## src/rtl/seq_calculator.sv

```systemverilog
// Unsigned sequential calculator: ADD/SUB/DIV-by-zero finish one cycle after accept, MUL/DIV after WIDTH+1.
// No backpressure queue: start is taken only in IDLE and silently dropped while busy.
module seq_calculator #(
    parameter int WIDTH      = 32,
    parameter bit IDLE_CLEAR = 1'b0
) (
    input  logic                 clk,
    input  logic                 rst_n,
    input  logic                 start,
    input  logic [1:0]           operation,
    input  logic [WIDTH-1:0]     first_input_number,
    input  logic [WIDTH-1:0]     second_input_number,
    output logic                 busy,
    output logic                 done,
    output logic [2*WIDTH-1:0]   result,
    output logic                 div_by_zero
);
    localparam int CW = $clog2(WIDTH + 1);

    localparam logic [1:0] S_IDLE   = 2'd0;
    localparam logic [1:0] S_RUN    = 2'd1;
    localparam logic [1:0] S_FINISH = 2'd2;

    localparam logic [1:0] OP_ADD = 2'b00;
    localparam logic [1:0] OP_SUB = 2'b01;
    localparam logic [1:0] OP_MUL = 2'b10;
    localparam logic [1:0] OP_DIV = 2'b11;

    localparam logic [CW-1:0] LAST_STEP = CW'(WIDTH - 1);

    logic [1:0]         state_q, state_d;
    logic [1:0]         op_q, op_d;
    logic [WIDTH-1:0]   opnd_q, opnd_d;
    logic [2*WIDTH-1:0] work_q, work_d;
    logic [2*WIDTH-1:0] result_q, result_d;
    logic [CW-1:0]      cnt_q, cnt_d;
    logic               dbz_q, dbz_d;

    logic [WIDTH:0]     add_sum;
    logic [WIDTH:0]     sub_diff;
    logic [WIDTH:0]     mul_sum;
    logic [WIDTH-1:0]   div_diff;
    logic               div_ge;
    logic [2*WIDTH-1:0] mul_next;
    logic [2*WIDTH-1:0] div_next;
    logic [2*WIDTH-1:0] step_next;

    // Bit WIDTH of the (WIDTH+1)-bit difference is exactly the borrow.
    always_comb begin
        add_sum  = {1'b0, first_input_number} + {1'b0, second_input_number};
        sub_diff = {1'b0, first_input_number} - {1'b0, second_input_number};
    end

    // MUL: work_q = {partial product high half, unconsumed multiplier bits}, opnd_q = multiplicand.
    always_comb begin
        mul_sum  = {1'b0, work_q[2*WIDTH-1:WIDTH]} + (work_q[0] ? {1'b0, opnd_q} : '0);
        mul_next = {mul_sum, work_q[WIDTH-1:1]};
    end

    // DIV: work_q = {partial remainder, dividend shifting into quotient}, opnd_q = divisor.
    always_comb begin
        div_ge   = {work_q[2*WIDTH-1:WIDTH], work_q[WIDTH-1]} >= {1'b0, opnd_q};
        div_diff = {work_q[2*WIDTH-2:WIDTH], work_q[WIDTH-1]} - opnd_q;
        div_next = div_ge ? {div_diff, work_q[WIDTH-2:0], 1'b1}
                          : {work_q[2*WIDTH-2:0], 1'b0};
        step_next = (op_q == OP_MUL) ? mul_next : div_next;
    end

    always_comb begin
        state_d  = state_q;
        op_d     = op_q;
        opnd_d   = opnd_q;
        work_d   = work_q;
        result_d = result_q;
        cnt_d    = cnt_q;
        dbz_d    = dbz_q;
        case (state_q)
            S_IDLE: begin
                if (start) begin
                    op_d  = operation;
                    dbz_d = 1'b0;
                    cnt_d = '0;
                    if (IDLE_CLEAR) begin
                        result_d = '0;
                    end
                    case (operation)
                        OP_ADD: begin
                            result_d = {{(WIDTH-1){1'b0}}, add_sum};
                            state_d  = S_FINISH;
                        end
                        OP_SUB: begin
                            result_d = {{(WIDTH-1){1'b0}}, sub_diff};
                            state_d  = S_FINISH;
                        end
                        OP_MUL: begin
                            opnd_d  = first_input_number;
                            work_d  = {{WIDTH{1'b0}}, second_input_number};
                            state_d = S_RUN;
                        end
                        default: begin
                            if (second_input_number == '0) begin
                                result_d = '0;
                                dbz_d    = 1'b1;
                                state_d  = S_FINISH;
                            end else begin
                                opnd_d  = second_input_number;
                                work_d  = {{WIDTH{1'b0}}, first_input_number};
                                state_d = S_RUN;
                            end
                        end
                    endcase
                end
            end
            S_RUN: begin
                work_d = step_next;
                if (cnt_q == LAST_STEP) begin
                    result_d = step_next;
                    cnt_d    = '0;
                    state_d  = S_FINISH;
                end else begin
                    cnt_d = cnt_q + CW'(1);
                end
            end
            S_FINISH: begin
                state_d = S_IDLE;
            end
            default: begin
                state_d = S_IDLE;
            end
        endcase
    end

    always_ff @(posedge clk or negedge rst_n) begin
        if (!rst_n) begin
            state_q  <= S_IDLE;
            op_q     <= '0;
            opnd_q   <= '0;
            work_q   <= '0;
            result_q <= '0;
            cnt_q    <= '0;
            dbz_q    <= 1'b0;
        end else begin
            state_q  <= state_d;
            op_q     <= op_d;
            opnd_q   <= opnd_d;
            work_q   <= work_d;
            result_q <= result_d;
            cnt_q    <= cnt_d;
            dbz_q    <= dbz_d;
        end
    end

    assign busy        = (state_q != S_IDLE);
    assign done        = (state_q == S_FINISH);
    assign result      = result_q;
    assign div_by_zero = dbz_q;

endmodule

```

## config.mk

```make
export PLATFORM = sky130hd
export DESIGN_NAME = seq_calculator
export DESIGN_NICKNAME = d
export VERILOG_FILES = /design/src/rtl/seq_calculator.sv
export SDC_FILE = /design/constraint.sdc
export NUM_CORES = 1
export LEC_CHECK = 0
export CAP_MARGIN = 10
export CORE_MARGIN = 3
export CORE_UTILIZATION = 49
export DETAILED_ROUTE_END_ITERATION = 10
export HOLD_SLACK_MARGIN = 0.12
export PLACE_DENSITY_LB_ADDON = 0.25
export REMOVE_ABC_BUFFERS = 1
export SYNTH_ARGS = -nofsm -noshare
export SYNTH_HDL_FRONTEND = slang
export SYNTH_SLANG_ARGS = --single-unit
export TNS_END_PERCENT = 30
```

## constraint.sdc

```tcl
create_clock -name clk -period 3.34 [get_ports clk]
set_clock_uncertainty 0.1 [all_clocks]
set_input_delay 0.668 -clock clk [delete_from_list [all_inputs] [get_ports clk]]
set_output_delay 0.668 -clock clk [all_outputs]
set_load 0.02 [all_outputs]
```

=== Word-level counts from Yosys, hierarchy flattened ===
Cells that the tools add are included.

* Register bits: 171
* Input port bits: 69
* Output and inout bits: 67
* Logic and storage cells: 64

* Add/sub/neg operators: 5
* Order comparisons: 1
* Equality and inequality tests: 13
* Muxes and demuxes: 24
* Bitwise gates (word level): 1
* Reductions and logical operators: 13

{| class="wikitable"
|+ Operator list
! cell !! count
|-
| $mux 64 || 7
|-
| $pmux 64 s2 || 3
|-
| $pmux 64 s3 || 1
|-
| $add 32x32->33 || 2
|-
| $mux 32 || 2
|-
| $pmux 32 s2 || 1
|-
| $ge 33x32->1 || 1
|-
| $sub 32x32->33 || 1
|-
| $logic_not 32->1 || 1
|-
| $sub 32x32->32 || 1
|-
| $mux 6 || 2
|-
| $pmux 6 s2 || 1
|-
| $ne 2x2->1 const B || 4
|-
| $pmux 2 s2 || 2
|-
| $reduce_and 4->1 || 2
|-
| $add 6x1->6 const B || 1
|-
| $eq 2x2->1 const B || 3
|-
| $eq 6x5->1 const B || 1
|-
| $mux 2 || 3
|-
| $reduce_and 2->1 || 3
|-
| $reduce_and 5->1 || 1
|-
| $eq 2x1->1 const B || 2
|-
| $logic_not 2->1 || 2
|-
| $ne 4x2->1 const B || 1
|-
| other kinds (7) || 9
|}

=== Logic depth before layout (Yosys ltp) ===
* Word-level depth: 5
* Gate-level depth with buffers: 17
* Mapped depth without buffers: 17

=== Worst setup path after synthesis ===
OpenSTA, ideal clock, no wires.

* Path kind: in2reg
* Start point: input port second_input_number[4]
* End point: register result_q[32], in the netlist result[32]
* Library setup time: 0.126 ns
* Arrival: 3.987 ns
* Required time: 3.114 ns
* Slack: -0.873 ns
* Stages on the path: 17
* Buffers on the path: 1
* Cell sequence: or4_4 nor4_4 nor2b_1 nand2_1 nand2_1 xor2_1 ha_1 clkbuf_1 a21o_1 a211o_1 o2111ai_1 nand2_1 o21ai_0 o21ai_0 xor2_1 nor2_1 o32a_1

* Word-level cells in the longest chain between the ends: 4
* Elaborated cells on any way between the ends: 8
* Those cells by class: add/sub: 2; eq/ne: 1; mux: 3; reduce/logical: 2

{| class="wikitable"
|+ Ends and longest elaborated chain
! item !! RTL line !! text
|-
| from (decl) || 12 || <nowiki>input logic [WIDTH-1:0] second_input_number,</nowiki>
|-
| $sub 32x32->33 / $add 32x32->33 (equally long branches) || 51, 50 ||
|-
| $pmux 64 s3 || 86 || <nowiki>case (operation)</nowiki>
|-
| $mux 64 || 79 || <nowiki>if (start) begin</nowiki>
|-
| $pmux 64 s2 || 77 || <nowiki>case (state_q)</nowiki>
|-
| to (signal assigned) || 147 || <nowiki>result_q <= result_d;</nowiki>
|-
| to (decl) || 35 || <nowiki>logic [2*WIDTH-1:0] result_q, result_d;</nowiki>
|}

Several ways; a longest one is shown, not always the timed one. The select of a mux whose other input is x is not followed.
A chain may end at the register's enable or synchronous reset.

=== Worst setup path after layout ===
Ends and elaborated chain as after synthesis.

==> run summary <==
status: finished with violations
failing checks: negative setup slack
crit path max fanout: 3
Post-Place Setup Slack: -1.622 ns
clk slew on worst S/H paths: 0.08 ns
DRT Wirelength: 55670 µm
Final setup viols: 20
Crit Path Class: in2reg
Final Critical Period: 3.845 ns
Slew Limit Fails: 0
Worst Hold Class: in2async
most frequent cell after synthesis: nand2_1
share of layout cells above drive strength 1: 25.21%
TritonCTS Buffers: 17
Synth Area per Inst: 7.774 µm²
Lkg Pwr: 0.009889 µW
gr usage total: 34.62%
initial DRC count: 1303
Slew @ Worst Pin: 0.8798 ns
core footprint: 0.02909 mm²
Synth Flop Type: dfrtp_1
Cell Rows: 62
proportion of netlist area held by the largest area contributor: 29.15%
hold buffer count at CTS: 0
WL per Instance: 20.50 µm
H-tree depth: 4
cell area after layout: 0.02056 mm²
largest net degree at the start of global routing: 67
CTS sink count: 171
Net count, final: 2490
IO buf count: 135
drt via density: 5.925
Mapped Cells: 1888
first-pass GRT wire length: 86200 µm
Cell variety after synth: 88
yosys synthesis warning count: 0
RSZ-0062 raised after global routing: yes
GP Congestion: 0.9753
hpwl dp: 42730 µm
FILL cells: 2361
Clock Tree Root: clkbuf_16
# diodes: 0
die width: 179.1 µm
synthesis-stage register bit count: 171
setup slack after layout: -0.5048 ns
area leader, netlist: dfrtp_1
grt total ovfl: 0
CTS tree: yes
PwrDens: 991.3 mW/mm²
Placed Area: 0.01897 mm²
initial antenna violation count: 3
1st-pass router iterations: 5
Peak Freq: 260.1 MHz
period utilization: 115.1%
Post-synth EDFFs: 0
Total Die Area: 0.03207 mm²
Slew headroom: 41.13%
Max clock buf depth: 2
Startpoint Class: primary input
Final Hold Viols: 0
via count of the routed design: 16.09k
vias in the first global route: 15.78k
Post-synth top cells: nand2_1 (324), a21oi_1 (185), o21ai_0 (180), dfrtp_1 (171), nor2_1 (127)
Synth async-reset ratio: 100.0%
register area share after synthesis: 29.15%
Worst-Skew Late Latency: 0.45 ns
Routed Antenna Nets: 0
Critical Path End Type: flip-flop
# IOs: 136
Req. time, crit path: 3.58 ns
mapped cell area: 0.01468 mm²
max-cap viol count: 0
CP arrival: 4.08 ns
initial core utilization: 50.46%
main area contributors after synthesis: dfrtp_1 (29%), ha_1 (8.4%), nand2_1 (8.3%), a21oi_1 (6.3%), o21ai_0 (6.1%)
Die Span Y: 179.1 µm
Max VDD drop: 517.5 µV
DRC viols: 0
synth-to-layout area growth: 40.09%
[through the flow]
step / instances / setup TNS (ns) / hold slack (ns) / util (%) / total power (µW)
after global routing: 2716 / -9.415 / 0.1493 / 70.68 / 21750
after floorplan: 1787 / -76.45 / 0.2724 / - / 11370
after global placement: 2662 / -67.59 / 0.3501 / 65.22 / 17210
after detailed placement: 2662 / -80.02 / 0.3745 / 65.22 / 17420
final: 2716 / -6.562 / 0.1033 / 70.68 / 20380
after CTS: 2702 / -9.844 / 0.1403 / 68.41 / 19740
[logic make-up after synthesis]
logic type / synth area share [%]
AOI/OAI and AO/OA: 25.80
xor gates and xnor gates: 6.325
adders and majority gates: 8.763
buffers and inverters: 4.774
DFF: 29.15
muxes: 4.561
and+or+nand+nor: 20.62
[state kept, by name, indices dropped and copies added, names as in the netlist]
| signal | count |
|---|---|
| cnt_q | 6 |
| div_by_zero | 1 |
| work_q | 64 |
| op_q | 2 |
| result | 64 |
| state_q | 2 |
| opnd_q | 32 |
[area by class of cell]
type                    instances  area, µm²  area share [%]
clock buffers                  18      429.2           2.087
clock inverters                13      136.4          0.6633
inverters                      68      267.8           1.302
multi-input cells            1548      10520           51.16
flip-flops and latches        171       4279           20.81
well taps                     384      480.5           2.337
repair buffers                514       4451           21.64
[what timing repair did]
action,4_1_cts,5_1_grt
pin swaps,46,74
buffers inserted,10,15
endpoints found under the setup margin,61,83
gates resized for setup,106,135
endpoints found under the hold margin,0,0
[critical path, cell delays in order]
cell and delay [ns]:
buf_6 0.09, or4_4 0.55, nor4_4 0.18, buf_4 0.19
nand4_1 0.21, buf_4 0.21, nand2_2 0.06, xor2_1 0.07
ha_1 0.31, and3_4 0.19, nand4_1 0.14, a221oi_2 0.21
buf_4 0.17, o21ai_4 0.06, o21ai_2 0.16, xor2_1 0.18
nor2_1 0.08, o32a_1 0.36
[final timing paths]
| kind | from | end | slack (ns) | cells after the start |
|---|---|---|---|---|
| max | second_input_number[4] | result[32] | -0.50 | 18 |
| min | rst_n | opnd_q[9] | 0.10 | 1 |
| max reg2reg | work_q[0] | result[59] | 0.06 | 15 |
| min reg2reg | result[37] | result[37] | 0.38 | 2 |
| max in group asynchronous | rst_n | result[15] | 2.22 | 2 |
| min in group clk | result[37] | result[37] | 0.38 | 2 |
[power by group]
group	total, µW	internal, µW	switching [µW]
logic	14600	6510	8120
registers	3690	2940	750
clock network	2060	1050	1010
[placed cells by master, fill, tap and decap left out, types with 30 or more instances in the layout]
cell type and count:
buf_4 351, nand2_1 310, a21oi_1 171, dfrtp_1 171, o21ai_0 143, nor2_1 122, clkdlybuf4s50_1 117, ha_1 86
inv_1 64, a21o_1 60, xnor2_1 53, xor2_1 49, mux2i_1 49, o21ai_1 43, and2_1 34, nand3_1 30
[routing by layer]
layer  vias to the layer above  part of all wire (%)  GRT usage, %
met5                         -                     0             0
met4                         0                   3.1         11.23
met3                       117                   6.4         4.574
met2                       634                    47         57.24
met1                      7757                    44         46.94
li1                       7585                     -             -
Note: power is estimated with default switching activity, not from simulation.
==> edit 1, RTL diff (config.mk and constraints unchanged) <==
The parameter `WIDTH` goes from 32 to 16.
--- a/src/rtl/seq_calculator.sv
+++ b/src/rtl/seq_calculator.sv
@@ -3,3 +3,3 @@
 module seq_calculator #(
-    parameter int WIDTH      = 32,
+    parameter int WIDTH      = 16,
     parameter bit IDLE_CLEAR = 1'b0
Ports: changed (resized first_input_number, result and second_input_number); port bits go from 136 to 72. No check against the original RTL was run, so the function may have changed too.
==> edit 1 against the original RTL <==
  * Global-route usage fell by 8.2 points
  * Combinational power shrank 61%
  * Sequential share of layout area is 3.5 points higher
  * Design area decreased by 55%
  * Maximum frequency up 19%
  * Count of clock-buffer cells in the layout is 8 lower
  * Setup slack improved by 610 ps
  * Final cell count decreased by 55%
  * Wire length fell by 62%
  * Area after synthesis decreased by 51%
  * Sequential cell count is 81 lower
  * Clock power down 49%
  * Total power is 57% lower
  * Critical path type unchanged
==> edit 1: results (changes against the original RTL) <==
* Run status: completed
* Clk_lat worst skew at 360 ps (-90 ps)
* Via count at 7082 (-56%)
* Sequential fraction of the synthesis area at 31.41% (+2.3 points)
* RR Endpoint: result[30]
* Syn_area_per_cell at 8.030 sq um (+3.3%)
* Final WL at 21320 microns (-62%)
* Crit-path slowest cell: clkdlybuf4s50_1
* Port Buffers at 71 (-47%)
* Reg2reg start: work_q[18]
* Ys Warns at 0 (unchanged)
* GRT met2 Usage at 42.81% (-14 points)
* Post-Synth XOR/XNOR Area at 6.351% (+0.026 points)
* Critical Path AT at 3370 ps (-710 ps)
* Worst reg-to-reg path cell count at 10 (-5)
* Crit path launch: second_input_number[10]
* Synth Area in Adders at 9.562% (+0.80 points)
* Highest ir drop seen on vdd at 0.0003775 V (-27%)
* Pre-CTS WS at -551.8 ps (+1070 ps)
* Static Leak at 4.508 nW (-54%)
* Delay of the slowest critical-path stage at 440 ps (-110 ps)
* Top post-synthesis cells by area: dfrtp_1 (31%), ha_1 (8.7%), nand2_1 (8.6%)
* Met3 usage at 4.557% (-0.017 points)
* Largest net degree at the start of global routing at 54 (-19%)
* First-pass GRT wire length at 34390 microns (-60%)
* Placed Cells at 1206 (-55%)
* Layout cell share with drive strength beyond 1 at 16.63% (-8.6 points)
* Vias in the first global route at 6817 (-57%)
* Power in sequential cells at 1.94 mW (-47%)
* Slew headroom at 31.42% (-9.7 points)
* Initial antenna violation count at 0 (-3)
* GRT met1 Usage at 35.62% (-11 points)
* Comb group at 5.76 mW (-61%)
* Inserted Clock Buffers at 9 (-8)
* Synth top cells by count: nand2_1 (165), dfrtp_1 (90), o21ai_0 (87)
* Met1 wire length at 9579 microns (-61%)
* Fill cells at 1182 (-50%)
* Synth Area in Compound Gates at 22.65% (-3.2 points)
* Detailed placement HPWL at 16060 microns (-62%)
* Avg WL per Cell at 17.39 microns (-15%)
* Final Cycle Share at 96.98% (-18 points)
* Setup repair bufs after CTS at 1 (-9)
* Fin nets at 1131 (-55%)
* H-tree depth at 3 (-1)
* Total power at 8.757 mW (-57%)
* Sw power at 4.104 mW (-58%)
* Gr usage total at 26.45% (-8.2 points)
* Area grow syn2layout at 29.12%
* Placed inst area at 8752 sq um (-54%)
* Synth unique cells at 64 (-27%)
* Met3 wire len at 1273 microns (-64%)
-- edit 1: changes by cell type in the layout (fill, tap and decap cells not counted), sizes merged, moves of 21 or more --
cell           change
a21o              -35
a21oi            -127
a31oi             -21
buf              -279
clkdlybuf4s50     -58
dfrtp             -81
ha                -48
inv               -33
mux2i             -29
nand2            -159
nor2              -73
o21ai            -111
xnor2             -27
xor2              -27
-- edit 1: layout make-up --
| type | count | share of cell area, % |
|---|---|---|
| Clock inverter | 6 | 0.7027 |
| Tap cell | 180 | 2.432 |
| Multi-Input combinational cell | 725 | 51.69 |
| Clock buffer | 10 | 2.581 |
| Timing Repair Buffer | 175 | 16.65 |
| Inverter | 40 | 1.622 |
| Sequential cell | 90 | 24.32 |
-- edit 1: worst min-delay path by stage --
stage | from | end | slack, ps
after detailed placement | result[0] | result[0] | 360
after global placement | result[0] | result[0] | 350
after floorplan | rst_n | cnt_q[0] | 270
after global routing | rst_n | result[21] | 210
final | rst_n | result[21] | 180
after CTS | rst_n | result[21] | 190
==> edit 2, RTL diff (same flow settings) <==
Made on the original files. Put a register stage on the outputs `busy` and `done`, with the module's reset. The values now appear one clock later. The other outputs are not delayed to match.
--- a/src/rtl/seq_calculator.sv
+++ b/src/rtl/seq_calculator.sv
@@ -152,4 +152,11 @@
 
-    assign busy        = (state_q != S_IDLE);
-    assign done        = (state_q == S_FINISH);
+    always_ff @(posedge clk or negedge rst_n) begin
+        if (!rst_n) begin
+            busy <= '0;
+            done <= '0;
+        end else begin
+            busy <= (state_q != S_IDLE);
+            done <= (state_q == S_FINISH);
+        end
+    end
     assign result      = result_q;
Check against the original RTL: not equivalent (Yosys sat finds a counterexample within 4 cycles, from zero or initial values and one cycle with rst_n low).
==> edit 2 against the original RTL <==
  * The run still ends with negative setup slack left
  * Area after synthesis fell by 1.6%
  * Sequential share of layout area fell by 0.23 points
  * Count of clock-buffer cells in the layout rose by 2
  * Sequential cell count rose by 2
  * Design area rose by 2.4%
  * Total power fell by 30%
  * Register-to-register slack got worse by 100 ps
  * Combinational power fell by 35%
  * Setup slack got worse by 370 ps
  * Wire length fell by 1.6%
  * Largest power group unchanged
  * Highest routed layer unchanged
==> edit 2: results (changes against the original RTL) <==
* Run status: finished, violations left
* Failing checks: negative setup slack
* Kind of cell adding the most delay to the critical path: compound AO/OA/AOI/OAI gates
* Final WL at 54780 microns (-1.6%)
* Crit-path slowest cell: or4_4
* Clk_lat worst skew at 450 ps (about the same)
* Max clock buf depth at 2 (unchanged)
* Crit path launch: second_input_number[5]
* Routed Antenna Nets at 0 (unchanged)
* Ys Warns at 0 (unchanged)
* Synth top cells by count: nand2_1 (324), a21oi_1 (198), o21ai_0 (177)
* HP Start: cnt_q[5]
* ANT cells at 0 (unchanged)
* Fin nets at 2509 (+0.76%)
* Clk root buf: clkbuf_16
* H-tree depth at 4 (unchanged)
* Final setup vio count at 27 (+35%)
* Slew headroom at 62.49% (+21 points)
* R2R Setup Slk at -40 ps (-100 ps)
* Sequential fraction of the synthesis area at 29.96% (+0.81 points)
* Sw power at 6.211 mW (-37%)
* Reg2reg start: work_q[55]
* Highest ir drop seen on vdd at 0.0004083 V (-21%)
* Via count at 15932 (-1.0%)
* Clock transition at path regs at ~70 ps
* Fill cells at 2255 (-4.5%)
* Top_reg_cell synth: dfrtp_1
* Inserted Clock Buffers at 17 (unchanged)
* First-pass GRT wire length at 83860 microns (-2.7%)
* First-pass DRT Iterations at 5 (unchanged)
* Hold Path Class: reg -> reg
* Largest net degree at the start of global routing at 63 (-6.0%)
* Gp weighted congestion at 1.004 (+2.9%)
* Pre-CTS WS at -1838 ps (-216.1 ps)
* Gr usage total at 33.87% (-0.75 points)
* Maximum fanout along the worst path at 3 (unchanged)
* Critical Path AT at 4430 ps (+350 ps)
* Async SR Flop Fraction at 100.0% (unchanged)
* Port Buffers at 135 (unchanged)
* Static Leak at 9.770 nW (-1.2%)
* Synth unique cells at 80 (-9.1%)
* Layout cell share with drive strength beyond 1 at 27.95% (+2.7 points)
* Top post-synthesis cells by area: dfrtp_1 (30%), ha_1 (8.5%), nand2_1 (8.4%)
* Initial drt markers at 1413 (+8.4%)
* Initial antenna violation count at 0 (-3)
* Setup ws final at -872.5 ps (-367.8 ps)
* Delay of the slowest critical-path stage at 570 ps (+20 ps)
* Detailed placement HPWL at 41060 microns (-3.9%)
==> edit 2: path summary, 6_finish.rpt <==
path                              endpoint  cells past startpoint
worst min-delay path              cnt_q[5]                      1
worst max-delay path            result[28]                     18
worst min register to register    cnt_q[5]                      1
max in group asynchronous        work_q[5]                      3
worst max register to register  work_q[59]                     12
min in group asynchronous       result[60]                      2
==> edit 2: kinds of logic (layout without fill, tap and decap cells) <==
family | after synthesis | count (layout) | share of synthesized area, %
and+or+nand+nor | 628 | 628 | 19.78
DFF | 173 | 173 | 29.96
buffers and inverters | 166 | 673 | 4.754
adders and majority gates | 101 | 101 | 8.902
AOI/OAI and AO/OA | 608 | 608 | 25.75
xor gates and xnor gates | 105 | 105 | 6.365
muxes | 63 | 63 | 4.494
==> edit 2: power groups by stage <==
stage | sequential, mW | combinational [mW] | clock (mW)
finish | 2.78 | 9.46 | 2.01
detailed placement | 2.77 | 8.24 | 0
floorplan | 2.75 | 4.74 | 0
global placement | 2.77 | 8.14 | 0
global route | 2.81 | 10.2 | 2.12
CTS | 2.76 | 8.70 | 2.03
==> edit 2: per-layer routing <==
layer	global-route usage, %	up-vias	share of wire [%]
li1	-	7556	-
met1	46.31	7511	43
met2	53.66	732	45
met3	5.199	133	7.4
met4	13.61	0	4.1
met5	0	-	0
==> edit 2: final cells by class <==
cell class / count / area share [%]
Clock buffer: 20 / 2.169
Inverter: 71 / 1.266
Multi-Input combinational cell: 1505 / 49.79
Sequential cell: 173 / 20.58
Timing Repair Buffer: 571 / 23.39
Clock inverter: 11 / 0.5230
Tap cell: 384 / 2.282
==> edit 2: repair_timing <==
item	4_1_cts	5_1_grt
resized for setup	172	124
setup buffers	20	21
hold endpoints to repair	53	0
endpoints found under the setup margin	127	94
hold buffers	1	0
cloned	0	1
pin swaps	82	82
==> edit 2: through the flow <==
step | hold slack [ps] | cell area [sq um] | power (mW) | instances | TNS [ps]
floorplan | 272.4 | 14030 | 7.489 | 1749 | -61360
global placement | 355.3 | 19070 | 10.91 | 2667 | -93210
detailed placement | 358.0 | 19070 | 11.01 | 2667 | -97130
CTS | 366.4 | 20340 | 13.49 | 2715 | -10030
global route | 396.0 | 21050 | 15.12 | 2735 | -16090
finish | 361.7 | 21050 | 14.25 | 2735 | -12010
